<file path="src/rtl/multi_clk_divider.sv">
`default_nettype none
// ============================================================================
// Module   : multi_clk_divider
// Purpose  : Multi-channel programmable 50%-duty clock divider with tick
//            outputs and glitch-free reload of the half-period.
// Revision : 1.0
// ============================================================================
module multi_clk_divider #(
  parameter int CH           = 2,
  parameter int CNT_W        = 25,
  parameter int DEFAULT_HALF = 25000000
) (
  input  logic                                    clk_in,
  input  logic                                    reset,
  input  logic [CH-1:0]                           en,
  input  logic                                    load,
  input  logic [((CH > 1) ? $clog2(CH) : 1)-1:0]  load_ch,
  input  logic [CNT_W-1:0]                        load_half,
  output logic                                    load_err,
  output logic [CH-1:0]                           pending,
  output logic [CH-1:0]                           clk_out,
  output logic [CH-1:0]                           tick
);

  localparam int               c_SEL_W   = (CH > 1) ? $clog2(CH) : 1;
  localparam logic [CNT_W-1:0] c_DEFAULT = CNT_W'(DEFAULT_HALF);
  localparam logic [c_SEL_W:0] c_CH      = (c_SEL_W + 1)'(CH);

  logic w_load_ok;
  logic w_load_bad;
  logic r_load_err;

  // Extra MSB lets the range test work even when CH is a power of two.
  assign w_load_ok  = load && (load_half != '0) && ({1'b0, load_ch} < c_CH);
  assign w_load_bad = load && !w_load_ok;

  always_ff @(posedge clk_in or posedge reset) begin
    if (reset) begin
      r_load_err <= 1'b0;
    end else begin
      r_load_err <= w_load_bad;
    end
  end

  assign load_err = r_load_err;

  for (genvar g = 0; g < CH; g++) begin : g_ch
    logic [CNT_W-1:0] r_cnt;
    logic [CNT_W-1:0] r_half;
    logic [CNT_W-1:0] r_nxt;
    logic             r_pend;
    logic             r_clk;
    logic             r_tick;
    logic             w_sel;
    logic             w_wrap;

    assign w_sel  = w_load_ok && (load_ch == c_SEL_W'(g));
    assign w_wrap = en[g] && (r_cnt == r_half - 1'b1);

    always_ff @(posedge clk_in or posedge reset) begin
      if (reset) begin
        r_cnt  <= '0;
        r_half <= c_DEFAULT;
        r_nxt  <= c_DEFAULT;
        r_pend <= 1'b0;
        r_clk  <= 1'b0;
        r_tick <= 1'b0;
      end else begin
        if (!en[g]) begin
          r_cnt  <= '0;
          r_clk  <= 1'b0;
          r_tick <= 1'b0;
        end else if (w_wrap) begin
          r_cnt  <= '0;
          r_clk  <= ~r_clk;
          r_tick <= ~r_clk;
        end else begin
          r_cnt  <= r_cnt + 1'b1;
          r_tick <= 1'b0;
        end

        // Staged value is consumed with the old flag; a same-edge load re-arms it.
        if (r_pend && (!en[g] || w_wrap)) begin
          r_half <= r_nxt;
        end
        if (w_sel) begin
          r_nxt  <= load_half;
          r_pend <= 1'b1;
        end else if (!en[g] || w_wrap) begin
          r_pend <= 1'b0;
        end
      end
    end

    assign pending[g] = r_pend;
    assign clk_out[g] = r_clk;
    assign tick[g]    = r_tick;
  end

endmodule
`default_nettype wire

</file>
<file path="config.mk">
export PLATFORM = sky130hd
export DESIGN_NAME = multi_clk_divider
export DESIGN_NICKNAME = d
export VERILOG_FILES = /design/src/rtl/multi_clk_divider.sv
export SDC_FILE = /design/constraint.sdc
export NUM_CORES = 1
export LEC_CHECK = 0
export ABC_AREA = 1
export CORE_AREA = 3 3 144 146
export CTS_CLUSTER_DIAMETER = 30
export CTS_CLUSTER_SIZE = 30
export DETAILED_ROUTE_END_ITERATION = 12
export DIE_AREA = 0 0 147 149
export HOLD_SLACK_MARGIN = 0.03
export SLEW_MARGIN = 25
export SYNTH_ARGS = -nofsm -noshare
export SYNTH_HDL_FRONTEND = slang
export SYNTH_SLANG_ARGS = --single-unit
</file>
<file path="constraint.sdc">
create_clock -name clk_in -period 14.5 [get_ports clk_in]
set_clock_uncertainty 0.15 [all_clocks]
set_input_delay 3.625 -clock clk_in [delete_from_list [all_inputs] [get_ports clk_in]]
set_output_delay 3.625 -clock clk_in [all_outputs]
set_load 0.01 [all_outputs]
</file>
==> summary.md, run 1 <==
| Metric | Value |
|---|---|
| Die Footprint | `21900 µm²` |
| Delay-heaviest family, CP | `flip-flops` |
| Via/cell ratio | `4.864` |
| Worst Path Required | `10720 ps` |
| Crit-path cells | `clkdlybuf4s50_1` |
| WP data arrival | `2010 ps` |
| Hold Fails Final Rpt | `0` |
| Worst hold path endpoint | `g_ch[0].r_half[24]` |
| Share of layout cells above drive strength 1 | `0.08157` |
| Grt ovf | `0` |
| Avg Cell Area, Syn | `7.365 µm²` |
| Chip Height | `149 µm` |
| Setup crit start kind | `flop` |
| Sum of negative setup slack | `0 ps` |
| Finished Core Util | `0.5093` |
| H-tree levels | `4` |
| Drt wl/cell | `13.91 µm` |
| Sink Count | `157` |
| # DRC | `0` |
| Hold Crit Start | `g_ch[0].r_half[24]` |
| First-pass GRT wire length | `34690 µm` |
| HPWL Detailed | `15090 µm` |
| Antenna violations before repair | `0` |
| RR Endpoint | `g_ch[0].r_half[1]` |
| Worst r2r src | `g_ch[0].r_half[0]` |
| DRT met1 WL | `10350 µm` |
| Critical path class | `reg2out` |
| Finished Layout Cells | `1491` |
| Bufs on Longest Clock Path | `2` |
| Worst path max stage delay | `900 ps` |
| Final-layout fill cell count | `1960` |
| Pin count of the biggest net entering global routing | `92` |
| Final Power | `0.001294 W` |
| Met3 WL | `673 µm` |
| Gp weighted congestion | `0.8426` |
| Antenna cells | `0` |
| Sequential fraction of the synthesis area | `0.4540` |
| Area leader, netlist | `dfrtp_1` |
| Count of state elements after synthesis | `157` |
| 1st-pass router iterations | `4` |
| Status | `finished clean` |
| Worst path depth | `1` |
| Peak supply drop | `88.96 µV` |
| Final period util | `0.3992` |
| Yosys warns | `0` |
| CP max FO | `28` |
| Hold crit path type | `reg2reg` |
| Total GRT Usage | `0.1959` |
| Max Slew Vio Count | `0` |
| Top cells by area, synth | `dfrtp_1 (31%), nand2_1 (16%), dfstp_2 (14%)` |
| Total placed cells including tap cells | `1459` |
| Resized Gates After CTS | `0` |
| CTS Root Cell | `clkbuf_16` |
| Die Span X | `147 µm` |
| Hold-fix buffers, CTS | `0` |
| Final ANT Viol Nets | `0` |
| Slew Limit Headroom | `0.3958` |
| Syn Nets | `1228` |
| Top Layer Used | `met4` |
| Clk slew on worst S/H paths | `70 ps` |
| Yosys cell types | `33` |
| Number of global-route vias before repair | `6754` |
| Synth top area share | `0.3105` |
| CORE AREA | `19530 µm²` |
| Setup crit end kind | `output pin` |
| I/O Buffers | `37` |
| Starting Density | `0.4500` |
| WL met2 | `9520 µm` |
| Via count | `7252` |
| Hold path depth | `2` |
| Postcts setup bufs | `0` |
| Cells after synthesis | `1193` |
| Worst-Skew Late Latency | `430 ps` |
| CTS Buf Count | `17` |
| CP Buf/Inv Count | `1` |
| LEAKAGE | `4.769 nW` |
| Power per cell area | `130.1 nW/µm²` |
| Number of I/O pins | `38` |
| RSZ-0062 raised after global routing | `false` |
| CTS tree | `built` |
| Max-cap violation count | `0` |
| Fin crit period | `5788 ps` |
| FF-to-FF path depth | `15` |
| # setup viols final | `0` |
| Area delta synth->final | `13.19%` |
| Row count | `51` |
| NumNets Final | `1248` |
| WL final | `20740 µm` |
| Synthesized area | `8786 µm²` |
| Iter 0 DRT Violations | `380` |
| Slew @ Worst Pin | `903.2 ps` |
| Max Freq | `0.1728 GHz` |
| Critical-path top delay cell | `dfrtp_1` |
| R2R Setup Slk | `10650 ps` |
## flip-flops by register name (all words and copies together), names as in the netlist
name,cells
g_ch.r_clk,2
g_ch.r_cnt,50
g_ch.r_half,50
g_ch.r_nxt,50
g_ch.r_pend,2
g_ch.r_tick,2
load_err,1
## per-stage QoR
| step | cell area [µm²] | setup WS, ps | hold slack (ps) |
|---|---|---|---|
| after floorplan | 8786 | 6570 | 291.9 |
| after global placement | 9320 | 8638 | 311.8 |
| after detailed placement | 9320 | 8617 | 315.7 |
| after CTS | 9945 | 8693 | 328.1 |
| after global routing | 9945 | 8566 | 343.1 |
| final | 9945 | 8712 | 330.3 |
## layout by cell type, fill, tap and decap left out, types with 4 or more instances in the layout
master           netlist  routed
ha_1                   4       4
dfrtp_1              109     109
buf_4                  6       4
inv_8                  0       4
nor3_1                21      21
xor2_1                36      36
clkdlybuf4s50_1        0      37
nand3b_1              10      10
o21ai_1                5       5
nand2_1              365     365
nand4_1               28      28
inv_1                124     123
nand3_1              101     101
o21ai_0               59      59
nor2_1               179     179
clkbuf_16              0      17
xnor2_1               25      25
dfstp_2               48      48
nor4_1                 6       6
nand2_2                4       4
clkinv_8               0       5
a21oi_1                6       6
o21bai_1               5       5
## worst max path at each step
stage,startpoint,end,slack (ps)
2_1_floorplan,reset,g_ch[0].r_clk,6570
3_3_place_gp,load_half[12],g_ch[1].r_pend,8640
3_5_place_dp,load_half[12],g_ch[1].r_pend,8620
4_1_cts,g_ch[1].r_pend,pending[1],8690
5_1_grt,g_ch[1].r_pend,pending[1],8570
6_report,g_ch[0].r_pend,pending[0],8710
## synth_stat cells (all sizes together)
cell type,count
xor2,36
dfrtp,109
inv,125
a31oi,1
or2,3
clkbuf,20
nor3,21
nand3b,10
nor2,184
buf,20
clkinv,1
o21ai,64
xnor2,25
a21oi,6
nand3,102
xor3,1
o21bai,6
nand4,28
xnor3,2
dfstp,48
nor4,6
a21o,2
ha,4
nand2,369
## cell type report
class | count | area, µm² | share of cell area
Clock buffer | 17 | 425.4 | 0.04278
Tap cell | 265 | 331.6 | 0.03334
Clock inverter | 15 | 198.9 | 0.02001
Inverter | 126 | 478.0 | 0.04806
Multi-Input combinational cell | 870 | 4121 | 0.4144
Sequential cell | 157 | 3989 | 0.4011
Timing Repair Buffer | 41 | 400.4 | 0.04026
## report_power, final
part           internal [W]  switching [W]  leakage, nW  total, W
clock              0.000250       0.000211        0.300  0.000461
combinational     0.0000998       0.000167         2.52  0.000266
sequential         0.000503      0.0000635         1.94  0.000566
## logic make-up after synthesis
| family | Yosys count | synth area share |
|---|---|---|
| AOI/OAI and AO/OA | 79 | 0.04870 |
| buffers and inverters | 166 | 0.07690 |
| and+or+nand+nor | 723 | 0.3461 |
| DFF | 157 | 0.4540 |
| adders and majority gates | 4 | 0.005697 |
| xor gates and xnor gates | 64 | 0.06864 |
## worst min-delay path, cell delays in order (launching register included)
cell	delay (ps)
dfstp_2	380
nand2_1	60
nand2_1	40
## per-layer routing
layer | GRT usage | vias to the layer above
li1 | - | 3797
met4 | 0.03914 | 0
met3 | 0.03829 | 16
met2 | 0.3100 | 105
met1 | 0.2833 | 3334
met5 | 0 | -
Power figures use the tool's default switching activity.
==> run 2, diff against run 1 <==
- clock period: 14.5 -> 5.22 ns (I/O delays scaled with it)
==> run 2 against run 1 <==
First-iteration DRC count increased by 46%. Global-route usage increased by 0.52 points. Cell count increased by 0.34%. Total power increased to 2.8 times the previous value. Design area increased by 0.65%. Combinational power increased to 2.8 times the previous value. Via count increased by 1.3%. Highest routed layer unchanged. Critical path depth unchanged. Sequential share of layout area decreased by 0.26 points. Hold slack improved by 4.0 ps.
==> summary.md, run 2 (same netlist as run 1, synthesis figures left out) <==
| Metric | Value |
|---|---|
| Drt wl/cell | `13.91 µm` |
| Fin crit period | `3474 ps` |
| Peak supply drop | `246.9 µV` |
| Sum of negative setup slack | `0 ps` |
| Number of I/O pins | `38` |
| Antenna violations before repair | `0` |
| Switching pwr | `0.001225 W` |
| First-pass GRT wire length | `35530 µm` |
| I/O Buffers | `37` |
| HPWL Detailed | `15520 µm` |
| Share of layout cells above drive strength 1 | `0.08530` |
| Clock Power Share | `0.352` |
| Final ANT Viol Nets | `0` |
| Resized Gates After CTS | `0` |
| Sink Count | `157` |
| Area delta synth->final | `13.93%` |
| Top flop regs | `g_ch.r_cnt: 50 flops, g_ch.r_half: 50 flops, g_ch.r_nxt: 50 flops` |
| # setup viols final | `0` |
| Chip Height | `149 µm` |
| Total GRT Usage | `0.2011` |
| Setup crit end kind | `output pin` |
| Setup crit start kind | `flop` |
| Grt ovf | `0` |
| CTS Root Cell | `clkbuf_16` |
| Slew Limit Headroom | `0.4286` |
| Row count | `51` |
| Antenna cells | `0` |
| CP Buf/Inv Count | `1` |
| CTS Buf Count | `17` |
| CTS tree | `built` |
| Power per cell area | `357.4 nW/µm²` |
| H-tree levels | `4` |
| RSZ-0062 raised after global routing | `false` |
| Status | `finished clean` |
| Max Freq | `0.2878 GHz` |
| Postcts setup bufs | `0` |
| Pin count of the biggest net entering global routing | `52` |
| Crit-path cells | `clkdlybuf4s50_1` |
| Gp weighted congestion | `0.9004` |
| Clk slew on worst S/H paths | `70 ps` |
| Die Footprint | `21900 µm²` |
| Sw Share | `0.3423` |
| Most frequent cells in the layout | `nand2_1 (365), nor2_1 (179), inv_1 (123)` |
| Critical-path top delay cell | `dfrtp_1` |
| 1st-pass router iterations | `5` |
| Critical path class | `reg2out` |
| Commonest non-fill, non-tap cell in the layout | `nand2_1` |
| Die Span X | `147 µm` |
| NumNets Final | `1253` |
| Via/cell ratio | `4.911` |
| Starting Density | `0.4500` |
| Max-cap violation count | `0` |
| Number of global-route vias before repair | `6970` |
| Delay-heaviest family, CP | `flip-flops` |
| Hold crit path type | `reg2reg` |
| WP data arrival | `2020 ps` |
| Max Slew Vio Count | `0` |
| Hold_ws | `334.3 ps` |
| LEAKAGE | `4.796 nW` |
| Worst path max stage delay | `910 ps` |
| Iter 0 DRT Violations | `556` |
| Final period util | `0.6656` |
| Bufs on Longest Clock Path | `2` |
| Worst Path Required | `3760 ps` |
| Sequential power share | `0.438` |
| Internal power | `0.002353 W` |
| Hold-fix buffers, CTS | `0` |
| Final-layout fill cell count | `1969` |
| Worst-Skew Late Latency | `430 ps` |
| Via count | `7347` |
| Hold Fails Final Rpt | `0` |
| Slew @ Worst Pin | `857.0 ps` |
| CORE AREA | `19530 µm²` |
| CP max FO | `28` |
| WL final | `20820 µm` |
| # DRC | `0` |
| Combinational fraction of design power | `0.210` |
-- run 2: cell types whose count changed in the layout (fill, tap and decap cells not counted), moves of 2 or more --
cell	change
buf_4	+2
clkinv_4	-2
clkinvlp_4	+2
buf_12	+3
-- run 2: worst paths after layout --
| check | cells past startpoint | endpoint | slack, ps | from |
|---|---|---|---|---|
| worst min-delay path | 2 | g_ch[0].r_half[24] | 330 | g_ch[0].r_half[24] |
| min in group asynchronous | 2 | g_ch[0].r_nxt[3] | 1040 | reset |
| worst max-delay path | 1 | pending[0] | 1750 | g_ch[0].r_pend |
| worst min register to register | 2 | g_ch[0].r_half[24] | 330 | g_ch[0].r_half[24] |
| max in group asynchronous | 3 | g_ch[0].r_nxt[6] | 3170 | reset |
| worst max register to register | 17 | g_ch[0].r_half[5] | 1930 | g_ch[0].r_half[0] |
-- run 2: stage by stage --
stage / cells / setup slack (ps) / total power (W) / instance area (µm²) / util
after global routing: 1496 / 1470 / 0.003820 / 10010 / 0.5126
after floorplan: 1193 / 1817 / 0.002119 / 8790 / -
final: 1496 / 1746 / 0.003577 / 10010 / 0.5126
after global placement: 1463 / 1871 / 0.002330 / 9374 / 0.4801
after CTS: 1495 / 1752 / 0.003614 / 9990 / 0.5116
after detailed placement: 1463 / 1824 / 0.002340 / 9374 / 0.4801
-- run 2: area by class of cell --
cell class	instances	area, µm²	share of cell area
tap	265	331.6	0.03312
multi-input combinational	870	4121	0.4117
timing repair buffer	46	475.5	0.04750
clock inverter	14	165.2	0.01650
inverter	126	476.7	0.04762
sequential	157	3989	0.3985
clock buffer	18	450.4	0.04500
-- run 2: power by group through the flow --
stage | clock network, W | registers, W | logic [W]
3_5_place_dp | 0 | 0.00159 | 0.000751
2_1_floorplan | 0 | 0.00151 | 0.000607
3_3_place_gp | 0 | 0.00159 | 0.000743
6_report | 0.00126 | 0.00157 | 0.000751
4_1_cts | 0.00129 | 0.00157 | 0.000755
5_1_grt | 0.00134 | 0.00159 | 0.000886
-- run 2: layer usage --
metal | GRT usage | vias up | wire [µm] | part of all wire
met5 | 0 | - | 0 | 0
met4 | 0.05359 | 0 | 269 | 0.013
met2 | 0.3169 | 134 | 9462 | 0.45
met3 | 0.03677 | 19 | 724 | 0.035
li1 | - | 3818 | - | -
met1 | 0.2879 | 3376 | 10360 | 0.50
